==> src/rtl/mem_arbiter.sv <==
// Round-robin arbiter sharing one memory port between the IFU (read-only) and the LSU (read/write).
// The winning requester owns the port from handshake until its single response returns.
module mem_arbiter #(
  parameter int ADDR_WIDTH = 32,
  parameter int DATA_WIDTH = 32
) (
  input  logic                    clk,
  input  logic                    rst,
  input  logic                    ifu_req_valid,
  output logic                    ifu_req_ready,
  input  logic [ADDR_WIDTH-1:0]   ifu_addr,
  output logic                    ifu_resp_valid,
  output logic [DATA_WIDTH-1:0]   ifu_rdata,
  input  logic                    lsu_req_valid,
  output logic                    lsu_req_ready,
  input  logic [ADDR_WIDTH-1:0]   lsu_addr,
  input  logic                    lsu_wen,
  input  logic [DATA_WIDTH-1:0]   lsu_wdata,
  input  logic [DATA_WIDTH/8-1:0] lsu_wmask,
  output logic                    lsu_resp_valid,
  output logic [DATA_WIDTH-1:0]   lsu_rdata,
  output logic                    mem_req_valid,
  input  logic                    mem_req_ready,
  output logic [ADDR_WIDTH-1:0]   mem_addr,
  output logic                    mem_wen,
  output logic [DATA_WIDTH-1:0]   mem_wdata,
  output logic [DATA_WIDTH/8-1:0] mem_wmask,
  input  logic                    mem_resp_valid,
  input  logic [DATA_WIDTH-1:0]   mem_rdata
);

  localparam int MASK_WIDTH = DATA_WIDTH / 8;

  typedef enum logic [1:0] {
    S_IDLE = 2'd0,
    S_REQ  = 2'd1,
    S_RESP = 2'd2
  } state_e;

  typedef enum logic {
    OWN_IFU = 1'b0,
    OWN_LSU = 1'b1
  } owner_e;

  state_e                state_q, state_d;
  owner_e                owner_q, owner_d;
  owner_e                last_grant_q, last_grant_d;
  logic [ADDR_WIDTH-1:0] addr_q, addr_d;
  logic                  wen_q, wen_d;
  logic [DATA_WIDTH-1:0] wdata_q, wdata_d;
  logic [MASK_WIDTH-1:0] wmask_q, wmask_d;

  logic grant_ifu_s;
  logic grant_lsu_s;

  // State and request-latch registers; reset wins over any handshake in the same cycle.
  always_ff @(posedge clk) begin
    if (rst) begin
      state_q      <= S_IDLE;
      owner_q      <= OWN_IFU;
      last_grant_q <= OWN_LSU;
      addr_q       <= '0;
      wen_q        <= 1'b0;
      wdata_q      <= '0;
      wmask_q      <= '0;
    end else begin
      state_q      <= state_d;
      owner_q      <= owner_d;
      last_grant_q <= last_grant_d;
      addr_q       <= addr_d;
      wen_q        <= wen_d;
      wdata_q      <= wdata_d;
      wmask_q      <= wmask_d;
    end
  end

  // Next-state, grant selection and all port outputs.
  always_comb begin
    state_d        = state_q;
    owner_d        = owner_q;
    last_grant_d   = last_grant_q;
    addr_d         = addr_q;
    wen_d          = wen_q;
    wdata_d        = wdata_q;
    wmask_d        = wmask_q;
    ifu_req_ready  = 1'b0;
    lsu_req_ready  = 1'b0;
    ifu_resp_valid = 1'b0;
    lsu_resp_valid = 1'b0;
    ifu_rdata      = '0;
    lsu_rdata      = '0;
    mem_req_valid  = 1'b0;
    mem_addr       = addr_q;
    mem_wen        = wen_q;
    mem_wdata      = wdata_q;
    mem_wmask      = wmask_q;

    // A lone requester always wins; under contention the one not served last wins.
    grant_ifu_s = ifu_req_valid && (!lsu_req_valid || (last_grant_q == OWN_LSU));
    grant_lsu_s = lsu_req_valid && !grant_ifu_s;

    case (state_q)
      S_IDLE: begin
        ifu_req_ready = grant_ifu_s;
        lsu_req_ready = grant_lsu_s;
        if (grant_ifu_s) begin
          state_d      = S_REQ;
          owner_d      = OWN_IFU;
          last_grant_d = OWN_IFU;
          addr_d       = ifu_addr;
          wen_d        = 1'b0;
          wdata_d      = '0;
          wmask_d      = '0;
        end else if (grant_lsu_s) begin
          state_d      = S_REQ;
          owner_d      = OWN_LSU;
          last_grant_d = OWN_LSU;
          addr_d       = lsu_addr;
          wen_d        = lsu_wen;
          wdata_d      = lsu_wdata;
          wmask_d      = lsu_wmask;
        end else begin
          state_d = S_IDLE;
        end
      end
      S_REQ: begin
        mem_req_valid = 1'b1;
        if (mem_req_ready) begin
          state_d = S_RESP;
        end else begin
          state_d = S_REQ;
        end
      end
      S_RESP: begin
        if (mem_resp_valid) begin
          state_d = S_IDLE;
          if (owner_q == OWN_IFU) begin
            ifu_resp_valid = 1'b1;
            ifu_rdata      = mem_rdata;
          end else begin
            lsu_resp_valid = 1'b1;
            lsu_rdata      = wen_q ? '0 : mem_rdata;
          end
        end else begin
          state_d = S_RESP;
        end
      end
      default: begin
        state_d = S_IDLE;
      end
    endcase

    // While reset is held every output is forced quiet, even mid-transaction.
    if (rst) begin
      ifu_req_ready  = 1'b0;
      lsu_req_ready  = 1'b0;
      ifu_resp_valid = 1'b0;
      lsu_resp_valid = 1'b0;
      ifu_rdata      = '0;
      lsu_rdata      = '0;
      mem_req_valid  = 1'b0;
      mem_addr       = '0;
      mem_wen        = 1'b0;
      mem_wdata      = '0;
      mem_wmask      = '0;
    end else begin
      mem_addr = addr_q;
    end
  end

endmodule
==> config.mk <==
export PLATFORM = sky130hd
export DESIGN_NAME = mem_arbiter
export DESIGN_NICKNAME = d
export VERILOG_FILES = /design/src/rtl/mem_arbiter.sv
export SDC_FILE = /design/constraint.sdc
export NUM_CORES = 1
export LEC_CHECK = 0
export CAP_MARGIN = 5
export CELL_PAD_IN_SITES_DETAIL_PLACEMENT = 0
export CELL_PAD_IN_SITES_GLOBAL_PLACEMENT = 1
export CORE_MARGIN = 2
export CORE_UTILIZATION = 24
export CTS_BUF_LIST = sky130_fd_sc_hd__clkbuf_2
export CTS_CLUSTER_SIZE = 20
export DETAILED_ROUTE_END_ITERATION = 6
export PLACE_DENSITY_LB_ADDON = 0.12
export SETUP_SLACK_MARGIN = 0.5
export SKIP_LAST_GASP = 1
export SLEW_MARGIN = 10
export SYNTH_ARGS = -nofsm -noshare
export SYNTH_HDL_FRONTEND = slang
export SYNTH_SLANG_ARGS = --single-unit
==> constraint.sdc <==
create_clock -name clk -period 2.25 [get_ports clk]
set_clock_uncertainty 0.2 [all_clocks]
set_input_delay 0.3375 -clock clk [delete_from_list [all_inputs] [get_ports clk]]
set_output_delay 0.3375 -clock clk [all_outputs]
set_load 0.05 [all_outputs]
==> results.toml <==
[worst_setup_path]
cp_top_family = "simple AND/OR/NAND/NOR gates"
critPathBufInv = 3
slowest_delay_ns = 0.41
cp.arrival_ns = 2.10
setup.worst_path.start_class = "flip-flop"
crit_fanout = 8
crit_chain = "or3b_4, nor3_4, buf_6, clkbuf_16, and2_4, buf_12"
slowest_stage = "or3b_4"
crit_path_end_kind = "primary output"
required_ns = 1.71
critPathKind = "flip-flop to primary output"

[floorplan]
num_io_pins = 277
core_um2 = 15900
die-area_um2 = 17400
initial_core_util_pct = 24.6
row_count = 46
die_w_um = 132
die_h_um = 132

[global_routing]
grt-ovfl-total = 0
grt_max_degree = 34
grt_pass1_wl_um = 28000
grt_pass1_vias = 4753
grt_antenna_before_repair = 0
grt_use_total_pct = 20.1

[synthesis]
synth_area_um2 = 3920
synth_enable_flop_cells = 0
syn_nets = 625
syn_avg_cell_area_um2 = 8.07
ys_seq_elements = 73
yosysWarnings = 0
ys_seq_area_share_pct = 37.2
synth-main-ff-cell = "dfxtp_1"
synth_cell_types = 29
synthArstFlopShare_pct = 0
postSynthCellCount = 486

[layout]
area_growth_pct = 138
diodes = 0
instances_no_fill = 1008
final_layout_size_suffix_gt1_share_pct = 55.4
nets = 926

[pwr]
clkPwrFrac_pct = 20.4
powerDensity_nw_per_um2 = 423
p_seq_share_pct = 38.1
combinationalPowerShare_pct = 41.4
leakagePower_nw = 3.63
switching_share_pct = 35.5
finalPower_mw = 3.94
p_int_mw = 2.54
power.switching_mw = 1.40
irDropWorstVdd_v = 0.000330

[routing]
wl_per_cell_um = 18.6
drtIter0Drc = 253
drt-pass1-iter-count = 4
vias = 4890
drtAntennaViolNets = 0
via_per_inst = 4.85
postRouteWirelength_um = 18700
drc = 0

[cts]
clock_path_buffers = 2
clockRootBuffer = "clkbuf_2"
clock_sinks = 73
clock_latency_ns = 0.54
cts_buffers = 9
cts_hold_buffers = 0
htree_levels = 3
cts_tree = "done"
path_clk_slew_ns = 0.22

[place]
io_buffers = 276
placed_cells_incl_taps = 945
place.gp.congestion = 0.765
dp_hpwl_um = 13000
dp_slack_ns = -0.312

[sta]
hold_ws_ns = 0.113
period_share_pct = 117
fin_crit_ns = 2.64
grt_setup_unrepaired = "true"
slew_headroom_pct = 75.4
final_max_slew_viol_count = 0
finalSetupViolCount = 68
hold_violations = 0
fin_tns_setup_ns = -23.77
fin_ws_ns = -0.388
fmax_mhz = 379
worstMarginPinSlew_ns = 0.370

[outcome]
status = "complete, but fails checks"
violations = "setup timing"

[min_path]
hp-class = "primary input to flip-flop"

[job]
maxCapViolations = 0
[area by class of cell]
| type | count | area [um2] |
|---|---|---|
| clock buffers | 9 | 45.0 |
| clock inverters | 7 | 78.8 |
| fillers | 1362 | 6620 |
| inverters | 3 | 11.3 |
| multi-input cells | 355 | 2920 |
| flip-flops and latches | 73 | 1550 |
| well taps | 216 | 270 |
| repair buffers | 345 | 4450 |
[power by group through the flow]
stage / Combinational [mW] / Sequential, mW / Clock, mW
floorplan: 0.830 / 1.48 / 0
global route: 1.72 / 1.52 / 0.897
finish: 1.63 / 1.50 / 0.806
global placement: 1.35 / 1.50 / 0
detailed placement: 1.36 / 1.50 / 0
CTS: 1.53 / 1.50 / 0.845
[cell usage in the layout, fill, tap and decap left out, types with 5 or more instances in the layout]
| master | instances |
|---|---|
| a21oi_1 | 48 |
| a22o_1 | 23 |
| a311oi_1 | 32 |
| and2_4 | 61 |
| buf_12 | 75 |
| buf_4 | 49 |
| buf_6 | 48 |
| buf_8 | 26 |
| clkbuf_2 | 9 |
| clkdlybuf4s50_1 | 137 |
| dfxtp_1 | 6 |
| dfxtp_2 | 66 |
| nand2_1 | 5 |
| nand3_1 | 47 |
| nor2b_4 | 68 |
| o21ai_0 | 47 |
[cell families after synthesis]
kind of cell	share of synthesized area, %
buf+inv	6.82
flops	37.2
simple gates	31.1
compound gates	24.8
[what timing repair did]
action,4_1_cts,5_1_grt
pin swaps,1,11
buffers inserted,15,23
endpoints found under the setup margin,184,150
resized for setup,171,39
gates cloned,4,5
[per-layer routing]
layer | GRT usage (%) | vias up | part of all wire, %
li1 | - | 2328 | -
met1 | 25.5 | 2341 | 43
met2 | 34.6 | 202 | 50
met3 | 4.46 | 19 | 5.3
met4 | 5.31 | 0 | 1.4
met5 | 0 | - | 0
[sequential cells by signal (all words and copies together) (netlist names)]
signal and cells:
wmask_q 4, last_grant_q 1, wdata_q 32, wen_q 1
state_q 2, addr_q 32, owner_q 1
[worst paths after layout]
path	start	end	slack, ns	depth (start not counted)
hold reg to reg	wdata_q[26]	wdata_q[26]	0.29	2
setup / recovery	state_q[0]	lsu_rdata[24]	-0.39	6
hold / removal	rst	wen_q	0.11	3
setup reg to reg	state_q[0]	wdata_q[30]	0.45	7
[synthesized netlist by cell type, drive strengths merged (3+ instances only)]
| master | n | area (um2) |
|---|---|---|
| a21oi | 48 | 240 |
| buf | 23 | 136 |
| o21ai | 47 | 235 |
| nor3b | 3 | 38.8 |
| inv | 3 | 11.3 |
| nor2 | 5 | 23.8 |
| dfxtp | 73 | 1460 |
| a22o | 23 | 201 |
| nand3 | 47 | 235 |
| nand2 | 6 | 22.5 |
| nor2b | 70 | 438 |
| a311oi | 32 | 280 |
| clkbuf | 32 | 120 |
| and2 | 64 | 400 |
[worst min-delay path, delay by kind of cell]
family	cells	cell delay, ns
buf+inv	2	0.45
compound gates	1	0.05
[per-stage QoR]
stage | cell area [um2] | util [%]
floorplan | 4530 | -
global placement | 8020 | 50.3
detailed placement | 8020 | 50.3
CTS | 8930 | 56.0
global route | 9330 | 58.5
finish | 9330 | 58.5
No activity file was read; power rests on OpenSTA's default activity.
